`config.mk`:
```
export PLATFORM = sky130hd
export DESIGN_NAME = control_unit
export DESIGN_NICKNAME = d
export VERILOG_FILES = /design/src/rtl/control_unit.sv
export SDC_FILE = /design/constraint.sdc
export NUM_CORES = 1
export LEC_CHECK = 0
export ABC_AREA = 1
export BUFFER_PORTS_ARGS = -buffer_cell sky130_fd_sc_hd__buf_2
export CAP_MARGIN = 20
export CORE_MARGIN = 4
export CORE_UTILIZATION = 55
export CTS_BUF_LIST = sky130_fd_sc_hd__clkbuf_8 sky130_fd_sc_hd__clkbuf_16
export DETAILED_ROUTE_END_ITERATION = 8
export PLACE_DENSITY = 0.83
export SETUP_SLACK_MARGIN = 0.3
export SYNTH_ARGS = -nofsm -noshare
export SYNTH_HDL_FRONTEND = slang
export SYNTH_SLANG_ARGS = --single-unit
```
`constraint.sdc`:
```
create_clock -name CLK -period 3.67 [get_ports CLK]
set_input_delay 0.367 -clock CLK [delete_from_list [all_inputs] [get_ports CLK]]
set_output_delay 0.367 -clock CLK [all_outputs]
set_load 0.01 [all_outputs]
```
`src/rtl/control_unit.sv`:
```
// Multi-cycle control unit: BOOT -> FETCH -> DECODE -> EXECUTE, with HALT on illegal opcodes.
// State and the retired-instruction counter are registered; control outputs are decoded
// combinationally from the current state and the opcode presented in that cycle.
module control_unit #(
  parameter int unsigned COUNT_WIDTH = 32
) (
  input  logic                   CLK,
  input  logic                   RST,
  input  logic [6:0]             opcode,
  input  logic [2:0]             funct3,
  input  logic [6:0]             funct7,
  output logic                   sub,
  output logic                   WE_RF,
  output logic                   WE_MEM,
  output logic [1:0]             RF_din_sel,
  output logic                   ULA_din2_sel,
  output logic                   load_pc,
  output logic                   reset_pc,
  output logic                   pc_next_sel,
  output logic                   pc_adder_sel,
  output logic                   reset_ir,
  output logic                   halted,
  output logic [COUNT_WIDTH-1:0] retired
);

  localparam logic [6:0] OpR      = 7'b0110011;
  localparam logic [6:0] OpIAlu   = 7'b0010011;
  localparam logic [6:0] OpLoad   = 7'b0000011;
  localparam logic [6:0] OpStore  = 7'b0100011;
  localparam logic [6:0] OpBranch = 7'b1100011;
  localparam logic [6:0] OpJal    = 7'b1101111;
  localparam logic [6:0] OpJalr   = 7'b1100111;
  localparam logic [6:0] OpAuipc  = 7'b0010111;

  localparam logic [COUNT_WIDTH-1:0] CountOne = {{(COUNT_WIDTH-1){1'b0}}, 1'b1};

  typedef enum logic [2:0] {
    StBoot,
    StFetch,
    StDecode,
    StExecute,
    StHalt
  } state_e;

  state_e state_q;
  logic   opcode_legal;

  // Opcode classes the datapath can execute; anything else halts the machine.
  always_comb begin
    opcode_legal = 1'b0;
    unique case (opcode)
      OpR, OpIAlu, OpLoad, OpStore, OpBranch, OpJal, OpJalr, OpAuipc: opcode_legal = 1'b1;
      default: opcode_legal = 1'b0;
    endcase
  end

  // State sequencing and retired counter; reset wins from every state.
  always_ff @(posedge CLK) begin
    if (RST) begin
      state_q <= StBoot;
      retired <= '0;
    end else begin
      unique case (state_q)
        StBoot:    state_q <= StFetch;
        StFetch:   state_q <= StDecode;
        StDecode:  state_q <= opcode_legal ? StExecute : StHalt;
        StExecute: begin
          state_q <= StFetch;
          retired <= retired + CountOne;
        end
        StHalt:    state_q <= StHalt;
        default:   state_q <= StBoot;
      endcase
    end
  end

  // Control decode; RST forces the BOOT values so outputs are defined before the first edge.
  always_comb begin
    sub          = 1'b0;
    WE_RF        = 1'b0;
    WE_MEM       = 1'b0;
    RF_din_sel   = 2'b00;
    ULA_din2_sel = 1'b0;
    load_pc      = 1'b0;
    reset_pc     = 1'b0;
    pc_next_sel  = 1'b0;
    pc_adder_sel = 1'b0;
    reset_ir     = 1'b0;
    halted       = 1'b0;
    if (RST) begin
      reset_pc = 1'b1;
      reset_ir = 1'b1;
    end else begin
      unique case (state_q)
        StBoot: begin
          reset_pc = 1'b1;
          reset_ir = 1'b1;
        end
        StHalt: halted = 1'b1;
        StExecute: begin
          // Decoded from the opcode present now, not the one seen in DECODE.
          unique case (opcode)
            OpR: begin
              load_pc    = 1'b1;
              WE_RF      = 1'b1;
              RF_din_sel = 2'b01;
              sub        = (funct3 == 3'b000) && (funct7 == 7'b0100000);
            end
            OpIAlu: begin
              load_pc      = 1'b1;
              WE_RF        = 1'b1;
              RF_din_sel   = 2'b01;
              ULA_din2_sel = 1'b1;
            end
            OpLoad: begin
              load_pc      = 1'b1;
              WE_RF        = 1'b1;
              RF_din_sel   = 2'b00;
              ULA_din2_sel = 1'b1;
            end
            OpStore: begin
              load_pc      = 1'b1;
              WE_MEM       = 1'b1;
              ULA_din2_sel = 1'b1;
            end
            OpBranch: begin
              load_pc     = 1'b1;
              sub         = 1'b1;
              pc_next_sel = 1'b1;
            end
            OpJal: begin
              load_pc     = 1'b1;
              WE_RF       = 1'b1;
              RF_din_sel  = 2'b10;
              pc_next_sel = 1'b1;
            end
            OpJalr: begin
              load_pc      = 1'b1;
              WE_RF        = 1'b1;
              RF_din_sel   = 2'b10;
              ULA_din2_sel = 1'b1;
              pc_next_sel  = 1'b1;
              pc_adder_sel = 1'b1;
            end
            OpAuipc: begin
              load_pc    = 1'b1;
              WE_RF      = 1'b1;
              RF_din_sel = 2'b11;
            end
            default: ;
          endcase
        end
        default: ;
      endcase
    end
  end

endmodule

```
==> results.md, run 1 <==
- Outcome: completed
- Reg2Reg Setup Slack: 1.78 ns
- Worst-path clk slew: 0.07 ns
- Most common flop cell mapped by yosys: dfxtp_1
- Worst flop-to-flop path startpoint: state_q[0]
- Critical Path End Type: output pin
- Port Buffers: 62
- Leak Pwr: 1.20 nW
- Fin nets: 412
- Slew HR: 61.6%
- Antenna diodes: 0
- Share of layout cells above drive strength 1: 21.9%
- Yosys warns: 0
- EDFF count, synth: 0
- Full die area: 4790 sq um
- WHS: 0.422 ns
- Crit path time final: 2.29 ns
- Most frequent cell after synthesis: nand2_1
- IO Count: 63
- Die Width: 69.2 um
- Most frequent cells after synthesis: nand2_1, nor2_1, inv_1, dfxtp_1, nand3_1
- Period utilization: 62.4%
- Actual slew at the worst max-slew pin: 0.575 ns
- End point of the critical path: ULA_din2_sel
- Placement Cell Area: 2390 sq um
- Final hold vios: 0
- Inst Count DP: 431
- Synth area leaders: dfxtp_1, nand2_1, nor2_1, inv_1, nand3_1
- Wirelength, routed: 4820 um
- First-pass iteration count of the detailed router: 4
- Htree depth: 2
- Async S/R FF share, synth: 0%
- First-pass GRT wire length: 8560 um
- Clock sink total: 35
- Critical Path Fanout Max: 12
- RSZ-0062 raised after global routing: false
- CP max stage delay: 0.45 ns
- Uppermost layer routed: met4
- Congestion Overflow GR: 0
- Max cap viols: 0
- # hold bufs at CTS: 0
- Worst skew pair latency: 0.29 ns
- Hold crit path type: input port to flip-flop
- Most used cell, CP: nand2_1
- Highest clock rate: 437 MHz
- CTS Buffer Depth: 2
- Final setup violation count: 0
- Pwr per Cell Area: 288 nW/um^2
- Avg WL per Cell: 11.0 um
- CP Launch Type: flip-flop
- Detailed Place HPWL: 3650 um
- Largest area contributor in the netlist: dfxtp_1
- Syn_nets: 348
- Routed via count: 2214
- # rows: 21
- Vias per cell: 5.04
- Gpl congestion: 0.854
- Area growth, synth to finish: 20.1%
- Antenna viol nets, final: 0
- GRT Overall Usage: 20.9%
- Clock root buffer: clkbuf_8
- Initial antenna violation count: 0
- Post-Synthesis Cells: 328
- Kind of critical path: flip-flop to output pin
- Fin area: 2470 sq um
- WL met2: 2150 um
- Chip Height: 69.2 um
- Share of the synthesized area in the top cell type: 34.0%
- Count of state elements after synthesis: 35
- Slowest CP cell: nor2_2
- Mapped cell area: 2060 sq um
- Largest net degree at the start of global routing: 27
- Initial drt markers: 170
- CTS resizes: 0
- DR WL met3: 337 um
- Post CTS Setup Buffer Count: 0
- Final Skew: 0.00321 ns
- Utilization after layout: 71.3%
- Wl on met1: 2300 um
- Critical path launch point: state_q[0]
- Seq/Total Area, Yosys: 34.0%
- Count of cell types in the netlist: 33
- Peak VDD IR: 0.000247 V
- Number of global-route vias before repair: 2003
- CP arrival: 1.92 ns
- Required time of the critical path: 3.30 ns
- Clock buffer count from CTS: 5
- Core Area: 3470 sq um
- Syn Area/Cell: 6.28 sq um
- Critical R2R Capture: retired[13]
- Final cell count without fillers: 439
- CTS tree: yes
- Sum Neg Setup Slack: 0 ns
- Starting Density: 59.3%
- Drt drc: 0
- Cells along the critical path: nand2_1 > nor2_2 > inv_2 > nor2_4 > nand2_1 > o221ai_1 > buf_2
- Final Max Slew Viols: 0
- Reg2reg path depth: 9
layout make-up:
class,instances,area [sq um]
tap,46,57.6
multi-input combinational,238,1130
inverter,49,184
fill,310,996
sequential,35,701
clock inverter,3,12.5
timing repair buffer,63,318
clock buffer,5,68.8
logic make-up (layout without fill, tap and decap cells):
kind of cell / after synthesis / count (layout) / synth area share (%)
AO/OA/AOI/OAI: 40 / 40 / 10.5
XOR/XNOR: 2 / 2 / 0.851
adder cells (fa/ha/maj): 1 / 1 / 0.608
buffers and inverters: 55 / 120 / 11.0
flip-flops: 35 / 35 / 34.0
AND/OR/NAND/NOR: 195 / 195 / 43.0
cells in the final DEF (no fill, tap or decap), drive strengths merged:
master   n
o21bai   1
nor3b    1
a21oi   22
nor2    69
nor4     1
dfxtp   35
nand3b   1
nor3     9
o21ai   12
o211a    1
clkbuf   5
inv     50
nand2   79
buf     63
a31oi    2
clkinv   2
ha       1
nand4    9
o21a     1
nand3   25
o221ai   1
or2      1
xor2     2
flip-flops by register name, indices dropped and copies added, names as in the netlist:
register,flops
state_q,3
retired,32
how the worst min path moves through the flow:
stage	from	cells past startpoint	to
after detailed placement	retired[31]	2	retired[31]
after global routing	RST	2	retired[7]
final	RST	2	retired[8]
after global placement	retired[10]	2	retired[10]
after CTS	RST	2	retired[8]
after floorplan	state_q[0]	2	state_q[1]
stage by stage:
stage / worst slack (ns) / power [mW]
final: 1.38 / 0.713
after global routing: 1.21 / 0.749
after CTS: 1.40 / 0.720
after detailed placement: 1.73 / 0.459
after global placement: 1.79 / 0.458
after floorplan: 2.08 / 0.439
layer usage:
metal	GRT usage, %	up-vias
li1	-	1170
met1	28.4	975
met2	32.5	65
met3	6.09	4
met4	5.21	0
met5	0	-
power by group:
part	internal, mW	leakage [nW]	switching (mW)
logic	0.0235	0.867	0.0373
registers	0.385	0.282	0.00483
clock network	0.127	0.0505	0.135
total	0.536	1.20	0.177
worst max-delay path, delay by kind of cell (launching register included):
kind	cells	cell delay, ns
AND/OR/NAND/NOR	4	0.77
buffers and inverters	2	0.32
AO/OA/AOI/OAI	1	0.17
flip-flops	1	0.37
Note: power is estimated with default switching activity, not from simulation.
==> run 2: changes to the inputs <==
Settings changed: CORE_UTILIZATION 55 to 51, PLACE_DENSITY 0.83 to 0.77.
Clock period 3.67 ns to 2.4 ns, I/O delays scaled along.
==> run 2 against run 1 <==
  * Flip-flop and latch count is the same
  * Setup slack lost 0.77 ns
  * Critical path depth did not move
  * First-iteration DRC count fell by 29%
  * Design area is 0.86% higher
  * Wire length shrank 2.7%
  * Largest power group unchanged
  * Hold slack worse by 0.14 ns
  * Combinational power increased by 56%
  * Highest routed layer unchanged
  * Count of clock-buffer cells in the layout is 1 higher
==> results.md, run 2 (same netlist as run 1, synthesis figures left out) <==
- Sum Neg Setup Slack: 0 ns (unchanged)
- Required time of the critical path: 2.16 ns (-1.14 ns)
- Share of layout cells above drive strength 1: 22.4% (+0.51 points)
- Worst skew pair latency: 0.29 ns (about the same)
- Outcome: completed
- Highest clock rate: 559 MHz
- Clock buffer count from CTS: 5 (unchanged)
- # rows: 22 (+4.8%)
- Critical Path Fanout Max: 6 (-6)
- Port Buffers: 62 (unchanged)
- Hold crit path type: input port to flip-flop
- Critical R2R Capture: retired[13]
- Final setup violation count: 0 (unchanged)
- IO Count: 63 (unchanged)
- Reg2Reg Setup Slack: 0.74 ns (-1.04 ns)
- GRT Overall Usage: 19.4% (-1.5 points)
- Avg WL per Cell: 10.6 um (-3.1%)
- Max cap viols: 0 (unchanged)
- Crit path time final: 1.79 ns
- Largest regs: retired: 32 flops, state_q: 3 flops
- Congestion Overflow GR: 0 (unchanged)
- Slowest CP cell: dfxtp_1
- Seq pwr share: 53.2% (-1.5 points)
- Final Skew: 0.0109 ns (+0.00771 ns)
- Full die area: 5120 sq um (+6.9%)
- Hold Crit Depth: 2 (unchanged)
- Chip Height: 71.5 um (+3.4%)
- Final Max Slew Viols: 0 (unchanged)
- Fin nets: 413 (+0.24%)
- Initial drt markers: 121 (-29%)
- Area growth, synth to finish: 21.2%
- Max reg flops: 32 (unchanged)
- Pwr per Cell Area: 450 nW/um^2 (+56%)
- Htree depth: 2 (unchanged)
- Reg2reg path depth: 10 (+1)
- Kind of critical path: flip-flop to output pin
- Cells along the critical path: nand2_1 > nor2_4 > inv_2 > nor2_4 > nand2_1 > o221ai_1 > buf_2
- # hold bufs at CTS: 0 (unchanged)
- Switching Fraction: 24.1% (-0.73 points)
- Detailed Place HPWL: 3620 um (-0.82%)
- Commonest cells after routing, fill and taps aside: nand2_1, buf_2, nor2_1
- Core Area: 3770 sq um (+8.7%)
- Number of global-route vias before repair: 1914 (-4.4%)
- Slew HR: 66.0% (+4.4 points)
- Routed via count: 2143 (-3.2%)
- Clock network fraction of design power: 38.4% (+1.6 points)
- Actual slew at the worst max-slew pin: 0.508 ns (-0.0669 ns)
- Period utilization: 74.5%
- Gpl congestion: 0.856 (+0.30%)
- Critical Path End Type: output pin
- Worst path bufs/invs: 2 (unchanged)
- Fill count: 342 (+10%)
- CP arrival: 1.55 ns (-0.37 ns)
- Gate power share: 8.5% (about the same)
- Clock sink total: 35 (unchanged)
- First-pass GRT wire length: 8140 um (-4.9%)
- Worst flop-to-flop path startpoint: state_q[0]
- Largest net degree at the start of global routing: 27 (unchanged)
- CTS tree: yes
- First-pass iteration count of the detailed router: 4 (unchanged)
- Final hold vios: 0 (unchanged)
- Antenna viol nets, final: 0 (unchanged)
- Drt drc: 0 (unchanged)
- Utilization after layout: 66.1% (-5.2 points)
- P_sw: 0.270 mW (+53%)
- Commonest non-fill, non-tap cell in the layout: nand2_1
- CTS Buffer Depth: 2 (unchanged)
- Biggest register: retired
- CP Launch Type: flip-flop
- Initial antenna violation count: 0 (unchanged)
- Leak Pwr: 1.20 nW (about the same)
- Antenna diodes: 0 (unchanged)
- Internal power: 0.852 mW (+59%)
- Peak VDD IR: 0.000251 V (+1.7%)
- Worst-path clk slew: 0.07 ns (about the same)
- RSZ-0062 raised after global routing: false
- CP top delay family: simple AND/OR/NAND/NOR gates
- Wirelength, routed: 4690 um (-2.7%)
- Clock root buffer: clkbuf_8
- CP max stage delay: 0.37 ns (-0.08 ns)
- Worst Hold End: retired[8]
- Hold Path Origin: RST
- Die Width: 71.5 um (+3.4%)
- Vias per cell: 4.86 (-3.6%)
- Starting Density: 54.6% (-4.8 points)
==> run 2: through the flow <==
stage	power, mW	cells	hold WS, ns	setup WS [ns]	cell area [sq um]
detailed placement	0.702	433	0.495	0.563	2390
global route	1.17	441	0.314	0.467	2490
finish	1.12	441	0.287	0.612	2490
global placement	0.701	433	0.482	0.645	2390
CTS	1.13	440	0.285	0.419	2490
floorplan	0.671	328	0.488	0.937	2060
==> run 2: timing repair <==
action,in CTS,in global routing
endpoints found under the hold margin,0,0
endpoints found under the setup margin,2,1
gates resized for setup,1,0
pin swaps,0,1
setup buffers,0,1
==> run 2: power groups by stage <==
stage / logic, mW / clock network (mW) / registers, mW
finish: 0.0950 / 0.430 / 0.597
floorplan: 0.0622 / 0 / 0.609
global placement: 0.0925 / 0 / 0.609
global route: 0.109 / 0.461 / 0.598
CTS: 0.0941 / 0.443 / 0.596
detailed placement: 0.0931 / 0 / 0.609
==> run 2: worst max path at each step <==
stage          slack, ns       start           end  cells after the start
6_report            0.61  state_q[0]  ULA_din2_sel                      7
5_1_grt             0.47  state_q[0]         WE_RF                      7
4_1_cts             0.42  state_q[0]  ULA_din2_sel                      7
3_5_place_dp        0.56  state_q[0]  ULA_din2_sel                      7
3_3_place_gp        0.64  state_q[0]  ULA_din2_sel                      7
2_1_floorplan       0.94  state_q[0]         WE_RF                      7
==> run 2: cell type report <==
cell class | instances | area, sq um | area share (%)
well taps | 48 | 60.1 | 2.41
clock inverters | 1 | 5.00 | 0.201
flip-flops and latches | 35 | 701 | 28.1
repair buffers | 64 | 325 | 13.0
multi-input cells | 238 | 1140 | 45.6
clock buffers | 6 | 82.6 | 3.31
inverters | 49 | 184 | 7.38
==> run 2: per-layer routing <==
metal | part of all wire [%] | track usage, %
met2 | 42 | 29.7
met4 | 1.4 | 6.26
met3 | 7.0 | 4.91
met1 | 49 | 26.6
met5 | 0 | 0
